## src/rtl/control_pkg.sv

```systemverilog
// control_pkg: shared constants and the default microcode table for control_sequencer.
//   FETCH0/FETCH1 : the two fetch control words that start every instruction
//   END_BIT       : END bit position in the default 10-bit control word
//   HALT_OP       : opcode that stops the sequencer when built with HALT_EN
//   default_word  : control word for {opcode, flag, exec_step}; unlisted entries are NOP
package control_pkg;

  localparam int unsigned END_BIT = 9;
  localparam logic [9:0]  FETCH0  = 10'h0AA;
  localparam logic [9:0]  FETCH1  = 10'h092;
  localparam logic [3:0]  HALT_OP = 4'hF;

  // exec_step counts from 0 at the first step after the two fetch steps.
  function automatic logic [9:0] default_word(input logic [31:0] op, input logic flag,
                                              input logic [31:0] exec_step);
    logic [9:0] w;
    w = 10'h000;
    case (op)
      32'd0: if (exec_step == 32'd0) w = 10'h200;
      32'd1: begin
        if (exec_step == 32'd0) w = 10'h0AC;
        if (exec_step == 32'd1) w = 10'h0AE;
      end
      32'd5: begin
        if (flag) begin
          if (exec_step < 32'd2) w = 10'h0CF;
        end else begin
          if (exec_step == 32'd0) w = 10'h20F;
        end
      end
      default: w = 10'h000;
    endcase
    return w;
  endfunction

endpackage

```

## src/rtl/control_sequencer_if.sv

```systemverilog
// control_sequencer_if: step-control bundle between the instruction register/flags side
// (master: en, opcode, flag) and the sequencer (slave: ctrl_word, step, instr_done, halted).
interface control_sequencer_if #(
  parameter int unsigned OPCODE_W = 4,
  parameter int unsigned CTRL_W   = 10,
  parameter int unsigned STEPS    = 4
) ();
  localparam int unsigned StepW = $clog2(STEPS);

  logic                en;
  logic [OPCODE_W-1:0] opcode;
  logic                flag;
  logic [CTRL_W-1:0]   ctrl_word;
  logic [StepW-1:0]    step;
  logic                instr_done;
  logic                halted;

  modport master (
    output en, opcode, flag,
    input  ctrl_word, step, instr_done, halted
  );

  modport slave (
    input  en, opcode, flag,
    output ctrl_word, step, instr_done, halted
  );
endinterface

```

## src/rtl/control_store.sv

```systemverilog
// control_store: combinational microcode lookup filled from control_pkg::default_word.
//   op_i        : opcode seen by the current instruction
//   flag_i      : condition flag seen by the current instruction
//   exec_step_i : execute-phase step index (0 = first step after fetch)
//   word_o      : control word for that entry
module control_store
  import control_pkg::*;
#(
  parameter int unsigned OPCODE_W = 4,
  parameter int unsigned CTRL_W   = 10,
  parameter int unsigned STEPS    = 4,
  localparam int unsigned StepW   = $clog2(STEPS)
) (
  input  logic [OPCODE_W-1:0] op_i,
  input  logic                flag_i,
  input  logic [StepW-1:0]    exec_step_i,
  output logic [CTRL_W-1:0]   word_o
);

  always_comb begin
    word_o = CTRL_W'(default_word(32'(op_i), flag_i, 32'(exec_step_i)));
  end

endmodule

```

## src/rtl/control_sequencer.sv

```systemverilog
// control_sequencer: microcoded control unit. Each enabled step emits one registered control
// word: FETCH0, FETCH1, then table words until END or the last step.
//   clk, rst : clock and synchronous active-high reset
//   bus      : slave side of control_sequencer_if (en/opcode/flag in; ctrl_word, step,
//              instr_done, halted out)
// Build option: define HALT_EN to make the all-ones opcode stop the sequencer until reset;
// otherwise all-ones is an ordinary opcode and halted stays 0.
module control_sequencer
  import control_pkg::*;
#(
  parameter int unsigned OPCODE_W = 4,
  parameter int unsigned CTRL_W   = 10,
  parameter int unsigned STEPS    = 4
) (
  input  logic                clk,
  input  logic                rst,
  control_sequencer_if.slave  bus
);

  localparam int unsigned StepW = $clog2(STEPS);

  logic [StepW-1:0]    step_q, step_d;
  logic [OPCODE_W-1:0] op_q, op_d;
  logic                flag_q, flag_d;
  logic [CTRL_W-1:0]   ctrl_q, ctrl_d;
  logic                done_q, done_d;
  logic                halted_q, halted_d;

  logic [OPCODE_W-1:0] op_eff;
  logic                flag_eff;
  logic [StepW-1:0]    exec_step;
  logic [CTRL_W-1:0]   table_word, word, fetch0_w, fetch1_w;
  logic                in_fetch1, last_step, halt_hit;

  assign in_fetch1 = (step_q == StepW'(1));

  always_comb begin
    // Fetch words can never terminate an instruction.
    fetch0_w           = CTRL_W'(FETCH0);
    fetch0_w[CTRL_W-1] = 1'b0;
    fetch1_w           = CTRL_W'(FETCH1);
    fetch1_w[CTRL_W-1] = 1'b0;
    // At the second fetch step the live opcode/flag are used and latched in the same edge.
    op_eff    = in_fetch1 ? bus.opcode : op_q;
    flag_eff  = in_fetch1 ? bus.flag : flag_q;
    exec_step = step_q - StepW'(2);
  end

  control_store #(
    .OPCODE_W (OPCODE_W),
    .CTRL_W   (CTRL_W),
    .STEPS    (STEPS)
  ) u_store (
    .op_i        (op_eff),
    .flag_i      (flag_eff),
    .exec_step_i (exec_step),
    .word_o      (table_word)
  );

`ifdef HALT_EN
  assign halt_hit = in_fetch1 && (&bus.opcode);
`else
  assign halt_hit = 1'b0;
`endif

  always_comb begin
    if (step_q == StepW'(0)) begin
      word = fetch0_w;
    end else if (in_fetch1) begin
      word = fetch1_w;
    end else begin
      word = table_word;
    end
    last_step = (step_q == StepW'(STEPS - 1)) ||
                ((step_q >= StepW'(2)) && word[CTRL_W-1]);
  end

  always_comb begin
    step_d   = step_q;
    op_d     = op_q;
    flag_d   = flag_q;
    ctrl_d   = ctrl_q;
    done_d   = 1'b0;
    halted_d = halted_q;
    if (halted_q) begin
      ctrl_d = '0;
      step_d = '0;
    end else if (bus.en) begin
      ctrl_d = word;
      if (in_fetch1) begin
        op_d   = bus.opcode;
        flag_d = bus.flag;
      end
      if (halt_hit) begin
        halted_d = 1'b1;
        step_d   = '0;
      end else if (last_step) begin
        step_d = '0;
        done_d = 1'b1;
      end else begin
        step_d = step_q + StepW'(1);
      end
    end
  end

  always_ff @(posedge clk) begin
    if (rst) begin
      step_q   <= '0;
      op_q     <= '0;
      flag_q   <= 1'b0;
      ctrl_q   <= '0;
      done_q   <= 1'b0;
      halted_q <= 1'b0;
    end else begin
      step_q   <= step_d;
      op_q     <= op_d;
      flag_q   <= flag_d;
      ctrl_q   <= ctrl_d;
      done_q   <= done_d;
      halted_q <= halted_d;
    end
  end

  assign bus.ctrl_word  = ctrl_q;
  assign bus.step       = step_q;
  assign bus.instr_done = done_q;
  assign bus.halted     = halted_q;

endmodule
```

## src/flat_wrapper.sv

```systemverilog
// flat-port wrapper written by rule: the top's interface ports become plain ports
module control_sequencer_flat import control_pkg::*;
#(
  parameter int unsigned OPCODE_W = 4,
  parameter int unsigned CTRL_W   = 10,
  parameter int unsigned STEPS    = 4
)
  (clk, rst, bus_en, bus_opcode, bus_flag, bus_ctrl_word, bus_step, bus_instr_done, bus_halted);
  control_sequencer_if #(.OPCODE_W(OPCODE_W), .CTRL_W(CTRL_W), .STEPS(STEPS)) bus_i ();
  input  logic clk;
  input  logic rst;
  input wire logic [$bits(bus_i.en)-1:0] bus_en;
  input wire logic [$bits(bus_i.opcode)-1:0] bus_opcode;
  input wire logic [$bits(bus_i.flag)-1:0] bus_flag;
  output wire logic [$bits(bus_i.ctrl_word)-1:0] bus_ctrl_word;
  output wire logic [$bits(bus_i.step)-1:0] bus_step;
  output wire logic [$bits(bus_i.instr_done)-1:0] bus_instr_done;
  output wire logic [$bits(bus_i.halted)-1:0] bus_halted;
  assign bus_i.en = bus_en;
  assign bus_i.opcode = bus_opcode;
  assign bus_i.flag = bus_flag;
  assign bus_ctrl_word = bus_i.ctrl_word;
  assign bus_step = bus_i.step;
  assign bus_instr_done = bus_i.instr_done;
  assign bus_halted = bus_i.halted;
  control_sequencer #(.OPCODE_W(OPCODE_W), .CTRL_W(CTRL_W), .STEPS(STEPS)) u_core (.clk(clk), .rst(rst), .bus(bus_i));
endmodule
```

## config.mk

```make
export PLATFORM = sky130hd
export DESIGN_NAME = control_sequencer_flat
export DESIGN_NICKNAME = d
export VERILOG_FILES = /design/src/rtl/control_pkg.sv /design/src/rtl/control_sequencer_if.sv /design/src/rtl/control_store.sv /design/src/rtl/control_sequencer.sv /design/src/flat_wrapper.sv
export SDC_FILE = /design/constraint.sdc
export NUM_CORES = 1
export LEC_CHECK = 0
export CORE_MARGIN = 5
export CORE_UTILIZATION = 43
export CTS_CLUSTER_SIZE = 10
export DETAILED_ROUTE_END_ITERATION = 6
export PLACE_DENSITY = 0.74
export RECOVER_POWER = 25
export SYNTH_ARGS = -nofsm -noshare
export SYNTH_HDL_FRONTEND = slang
export SYNTH_SLANG_ARGS = --single-unit
```

## constraint.sdc

```tcl
create_clock -name clk -period 1.6 [get_ports clk]
set_clock_uncertainty 0.1 [all_clocks]
set_input_delay 0.4 -clock clk [delete_from_list [all_inputs] [get_ports clk]]
set_output_delay 0.4 -clock clk [all_outputs]
set_load 0.03 [all_outputs]
```

Yosys cells after proc, flatten, opt, wreduce, memory -nomap -nowiden:

Index checks and enable logic that the tools add are counted.

* register bits after elaboration: 19
* input port bits: 8
* output and inout port bits: 14
* word-level logic and storage cells: 39

* add/sub/neg operators: 2
* magnitude comparators: 2
* eq/ne operators: 5
* muxes and demuxes: 14
* bitwise operators: 2
* reduce and logical (&&, ||, !) cells: 8

Operators by type and width (number)
* 2-to-1 mux 10 bit: 6
* case mux 10 bit (3 select lines): 1
* 2-to-1 mux 8 bit: 2
* == test 2 x 1 -> 1 bit (second input constant): 2
* == test 4 x 1 -> 1 bit (second input constant): 1
* == test 4 x 3 -> 1 bit (second input constant): 1
* logical NOT 2 bit: 2
* logical NOT 4 bit: 1
* 2-to-1 mux 4 bit: 1
* 2-to-1 mux 1 bit: 3
* OR reduction 3 bit: 1
* adder 2 x 1 -> 2 bit (second input constant): 1
* == test 2 bit (second input constant): 1
* >= comparator 2 bit (second input constant): 1
* < comparator 2 bit (second input constant): 1
* 2-to-1 mux 2 bit: 1
* inverter 1 bit: 2
* AND reduction 2 bit: 1
* OR reduction 2 bit: 1
* subtractor 2 bit (second input constant): 1
* logical AND 1 bit: 1
* logical OR 1 bit: 1

Logic depth before layout (Yosys ltp):

Gate-level depths: netlist of the first run.

* word-level depth: 10
* depth in mapped cells: 7
* gate-level depth less buffers: 6

Modules after synthesis:

From an unflattened synthesis of the first run, not the netlist that was laid out.

* cell total of the unflattened synthesis: 112
* area total of the unflattened synthesis: 987.2 µm²

By module, submodules not included
* control_sequencer: times used 1, cells each 92, area each 857.1 µm²
* control_store: times used 1, cells each 20, area each 130.1 µm²

Least setup slack after synthesis of the first run:

Ideal clock, no wire load.

* path type: flip-flop to flip-flop
* start: reg u_core.step_q[1], in the netlist u_core.bus.step[1]
* end: reg u_core.step_q[1], in the netlist u_core.bus.step[1]
* setup time: 116 ps
* arrival: 1844 ps
* path slack: -460 ps
* cell stages (with the launch flop): 7
* buffers on the path: 0
* clock period less this slack: 2060 ps
* cells stage by stage: dfxtp_1 -> inv_1 -> ha_1 -> mux2i_2 -> mux2i_1 -> nand4_1 -> and3_1

* word-level cells in the longest chain between the ends: 10

RTL lines
* from (decl): line control_sequencer.sv:22 `logic [StepW-1:0] step_q, step_d;`
* from (signal assigned): line control_sequencer.sv:115 `step_q <= step_d;`
* subtractor 2 bit: line control_sequencer.sv:46 `exec_step = step_q - StepW'(2);`
* logical NOT 2 bit: line control_pkg.sv:19, control_pkg.sv:28
* 2-to-1 mux 10 bit: line control_pkg.sv:28 `if (exec_step == 32'd0) w = 10'h20F;`
* 2-to-1 mux 10 bit: line control_pkg.sv:25 `if (flag) begin`
* case mux 10 bit (3 select lines): line control_pkg.sv:18 `case (op)`
* 2-to-1 mux 10 bit: line control_sequencer.sv:69 `end else if (in_fetch1) begin`
* 2-to-1 mux 10 bit: line control_sequencer.sv:67 `if (step_q == StepW'(0)) begin`
* logical AND 1 bit: line control_sequencer.sv:75 `((step_q >= StepW'(2)) && word[CTRL_W-1]);`
* logical OR 1 bit: line control_sequencer.sv:74 `last_step = (step_q == StepW'(STEPS - 1)) ||`
* 2-to-1 mux 2 bit *: line control_sequencer.sv:97 `end else if (last_step) begin`

Every way passes the cells marked *; elsewhere a longest branch is shown, timed or not.
A chain may end at the register's enable or synchronous reset.

Worst setup path after layout of the first run:

* start: reg u_core.step_q[1], in the netlist u_core.bus.step[1]
* end: reg u_core.ctrl_q[2], in the netlist u_core.bus.ctrl_word[2]

* word-level cells in the longest chain between the ends: 7

RTL lines
* subtractor 2 bit: line control_sequencer.sv:46
* < comparator 2 bit or logical NOT 2 bit (tied branches): line control_pkg.sv:26, control_pkg.sv:21, control_pkg.sv:28
* 2-to-1 mux 8 bit (tied with other cells): line control_pkg.sv:26 `if (exec_step < 32'd2) w = 10'h0CF;`
* 2-to-1 mux 10 bit (on tied branches): line control_pkg.sv:25, control_pkg.sv:22
* case mux 10 bit (3 select lines): line control_pkg.sv:18
* 2-to-1 mux 10 bit: line control_sequencer.sv:69
* 2-to-1 mux 10 bit *: line control_sequencer.sv:67
* to (signal assigned): line control_sequencer.sv:118 `ctrl_q <= ctrl_d;`
* to (decl): line control_sequencer.sv:25 `logic [CTRL_W-1:0] ctrl_q, ctrl_d;`

Marks and branches as above.

==> results.toml, run 1 <==
[status]
status = "finished with violations"
violations = "negative setup slack"

[placement]
hpwl_um = 1750
dp_cells = 162
gp_congestion = 0.877
portBuffers = 19

[timing]
slew_viol_final = 0
rsz0062_at_grt = "yes"
period_needed_ns = 1.67
fin_crit_sh_pct = 104
finalHoldViolations = 0
setup_viol = 10
finalWorstSetupSlack_ns = -0.0709
fmax_ghz = 0.598

[setup_path]
r2r-end = "u_core.bus.ctrl_word[2]$_SDFFE_PP0P_"
required_ns = 1.72
worstPathMaxFanout = 5
cp.arrival_ns = 1.79
r2r_cells = 7
path_class = "flop to flop"
startpoint_type = "flop"
r2r_slack_ns = -0.07
cp-end-kind = "flop"
r2r_start = "u_core.bus.step[1]$_SDFFE_PP0P_"

[finish]
ff_latch_area_um2 = 348
multi_input_area_um2 = 569
finalNonFillerCells = 169
final_util_pct = 66.4
fin_nets = 155
layout-drive-gt1-share_pct = 28.2
area_growth_pct = 44.2
n_antenna_cell = 0
fill_cells = 167

[floorplanning]
die-height_um = 56.1
chipWidth_um = 56.1
core-area_um2 = 1980
io_pins = 22
num_rows = 16
initial_utilization_pct = 46.0
dieArea_um2 = 3140

[power_and_ir_drop]
power_mw = 0.975
swShare_pct = 31.5
power_density_nw_per_um2 = 741
internal_power_mw = 0.668
pwr-share-comb_pct = 28.8
p_leak_nw = 0.554
p_clk_share_pct = 24.1
p_seq_share_pct = 47.1
power_switching_mw = 0.307
vdd_drop_max_uv = 571

[worst_hold_path]
holdPathEnd = "u_core.bus.ctrl_word[6]$_SDFFE_PP0P_"
whs_path_depth = 2
hold_start = "u_core.bus.ctrl_word[6]$_SDFFE_PP0P_"
hold_class = "flop to flop"

[synth]
synth_area_um2 = 912
synth-seq-area-share_pct = 37.3
synth_top_cell_by_area = "dfxtp_1"
ys_warn_count = 0
synth_edf_count = 0
synth_area_leaders = "dfxtp_1 37%, a21oi_1 6.6%, ha_1 5.5%"
ys_ff_latch = 17
yosys-top-cells-count = "17 x dfxtp_1, 12 x a21oi_1, 12 x nand2_1, 10 x nand3_1, 10 x nor2_1"
synth_top_area_share_pct = 37.3
ys.flop_type = "dfxtp_1"
netlist_instances = 106
synthArstFlopShare_pct = 0
synth.most_common_cell = "dfxtp_1"
yosysUniqueCellTypes = 33
synth.avg_cell_area_um2 = 8.60

[clock_tree]
clk_pin_slew_ns = 0.10
cts_buffers = 3
htree_levels = 1
cts_hold_buf = 0
cts_sinks = 17
cts_tree = "done"
cts_root_buf = "clkbuf_4"
clockBufferDepth = 2
clk_latency_ns = 0.29

[drt]
vias = 893
via_per_inst = 5.28
drtIter0Drc = 24
postRouteWirelength_um = 2250
drcViolationCount = 0
wl_per_cell_um = 13.3
antenna_left = 0
first_pass_iters = 4

[global_route]
grt_pass1_vias = 850
grt_max_degree = 12
track_usage_pct = 15.0
grt_pass1_wl_um = 3820
grt_antenna_before_repair = 0
grt_overflow = 0

[flow_run]
cap_violations = 0
-- area by class of cell --
class / instances / area share (%)
Clock buffer: 3 / 1.71
Clock inverter: 1 / 0.381
Inverter: 4 / 1.33
Multi-Input combinational cell: 80 / 43.3
Sequential cell: 17 / 26.5
Tap cell: 27 / 2.57
Timing Repair Buffer: 37 / 24.3
-- metal layers --
layer | GRT usage (%) | vias to the layer above | wire (um)
met5 | 0 | - | 0
met4 | 6.10 | 0 | 35
met3 | 2.55 | 4 | 102
met2 | 26.5 | 24 | 1150
met1 | 17.8 | 416 | 964
li1 | - | 449 | -
-- stage by stage --
step	setup slack [ns]	area [um2]	TNS, ns	hold slack (ns)
final	-0.0709	1320	-0.383	0.367
after floorplan	-0.0428	947	-0.102	0.363
after global placement	-0.264	1250	-2.40	0.355
after detailed placement	-0.330	1250	-2.55	0.355
after global routing	-0.158	1320	-1.21	0.397
after CTS	-0.0641	1300	-0.250	0.368
-- power by group through the flow --
stage               combinational, mW  sequential, mW  clock (mW)
global placement                0.258           0.469           0
global route                    0.303           0.463       0.252
CTS                             0.272           0.460       0.239
finish                          0.280           0.459       0.235
floorplan                       0.127           0.501           0
detailed placement              0.262           0.471           0
-- placed cells by master (no fill, tap or decap), types with 2 or more instances in the layout --
cell type	count
buf_6	2
nand3_1	10
clkbuf_4	3
inv_1	3
nand4_1	2
nor2_1	9
dfxtp_4	2
a21oi_1	12
dfxtp_1	15
ha_1	3
nand2b_1	2
buf_4	16
dlygate4sd2_1	11
conb_1	2
nor3_2	3
nand2_1	12
clkdlybuf4s50_1	7
mux2i_2	2
-- worst max-delay path, cell delays in order (launching register included) --
cell and delay, ns:
dfxtp_4 0.37, inv_4 0.05, ha_4 0.18, mux2i_4 0.27, buf_6 0.15, nand2b_1 0.16
a21oi_1 0.09, o31ai_1 0.22
-- sequential cells by signal, indices dropped and copies added (netlist names) --
| signal | count |
|---|---|
| u_core.op_q | 4 |
| u_core.bus.instr_done | 1 |
| u_core.flag_q | 1 |
| u_core.bus.ctrl_word | 9 |
| u_core.bus.step | 2 |
-- cell families after synthesis --
group,after synthesis,synth area share (%)
compound gates,21,14.7
fa+ha+maj,4,5.49
buf+inv,10,5.76
flops,17,37.3
mux,4,4.80
other cells,1,0.411
simple gates,49,31.5
-- timing repair --
action | 4_1_cts | 5_1_grt
pin swaps | 4 | 2
setup endpoints to repair | 23 | 12
resized for setup | 16 | 5
buffers inserted | 3 | 0
-- worst max-delay path by stage --
stage                                    start                                   end  slack [ns]  cells past startpoint
6_report       u_core.bus.step[1]$_SDFFE_PP0P_  u_core.bus.ctrl_word[2]$_SDFFE_PP0P_       -0.07                      7
3_5_place_dp                     bus_opcode[2]       u_core.bus.step[1]$_SDFFE_PP0P_       -0.33                      5
3_3_place_gp                     bus_opcode[2]       u_core.bus.step[1]$_SDFFE_PP0P_       -0.26                      5
5_1_grt        u_core.bus.step[1]$_SDFFE_PP0P_  u_core.bus.ctrl_word[1]$_SDFFE_PP0P_       -0.16                      6
4_1_cts        u_core.bus.step[1]$_SDFFE_PP0P_  u_core.bus.ctrl_word[6]$_SDFFE_PP0P_       -0.06                      7
2_1_floorplan  u_core.bus.step[1]$_SDFFE_PP0P_  u_core.bus.ctrl_word[7]$_SDFFE_PP0P_       -0.04                      7
Power figures use the tool's default switching activity.
==> run 2, diff against run 1 <==
--- a/config.mk
+++ b/config.mk
@@ -9,6 +9,7 @@
 export CORE_UTILIZATION = 43
 export CTS_CLUSTER_SIZE = 10
 export DETAILED_ROUTE_END_ITERATION = 6
+export GPL_ROUTABILITY_DRIVEN = 0
 export PLACE_DENSITY = 0.74
 export RECOVER_POWER = 25
 export SYNTH_ARGS = -nofsm -noshare
==> results of run 2 <==
Same layout as run 1: the final DEF is identical, and so are final timing and power.
==> run 3, diff against run 2 <==
--- a/config.mk
+++ b/config.mk
@@ -5,6 +5,7 @@
 export SDC_FILE = /design/constraint.sdc
 export NUM_CORES = 1
 export LEC_CHECK = 0
+export CAP_MARGIN = 0
 export CORE_MARGIN = 5
 export CORE_UTILIZATION = 43
 export CTS_CLUSTER_SIZE = 10
==> results of run 3 <==
Same layout as run 1: the final DEF is identical, and so are final timing and power.
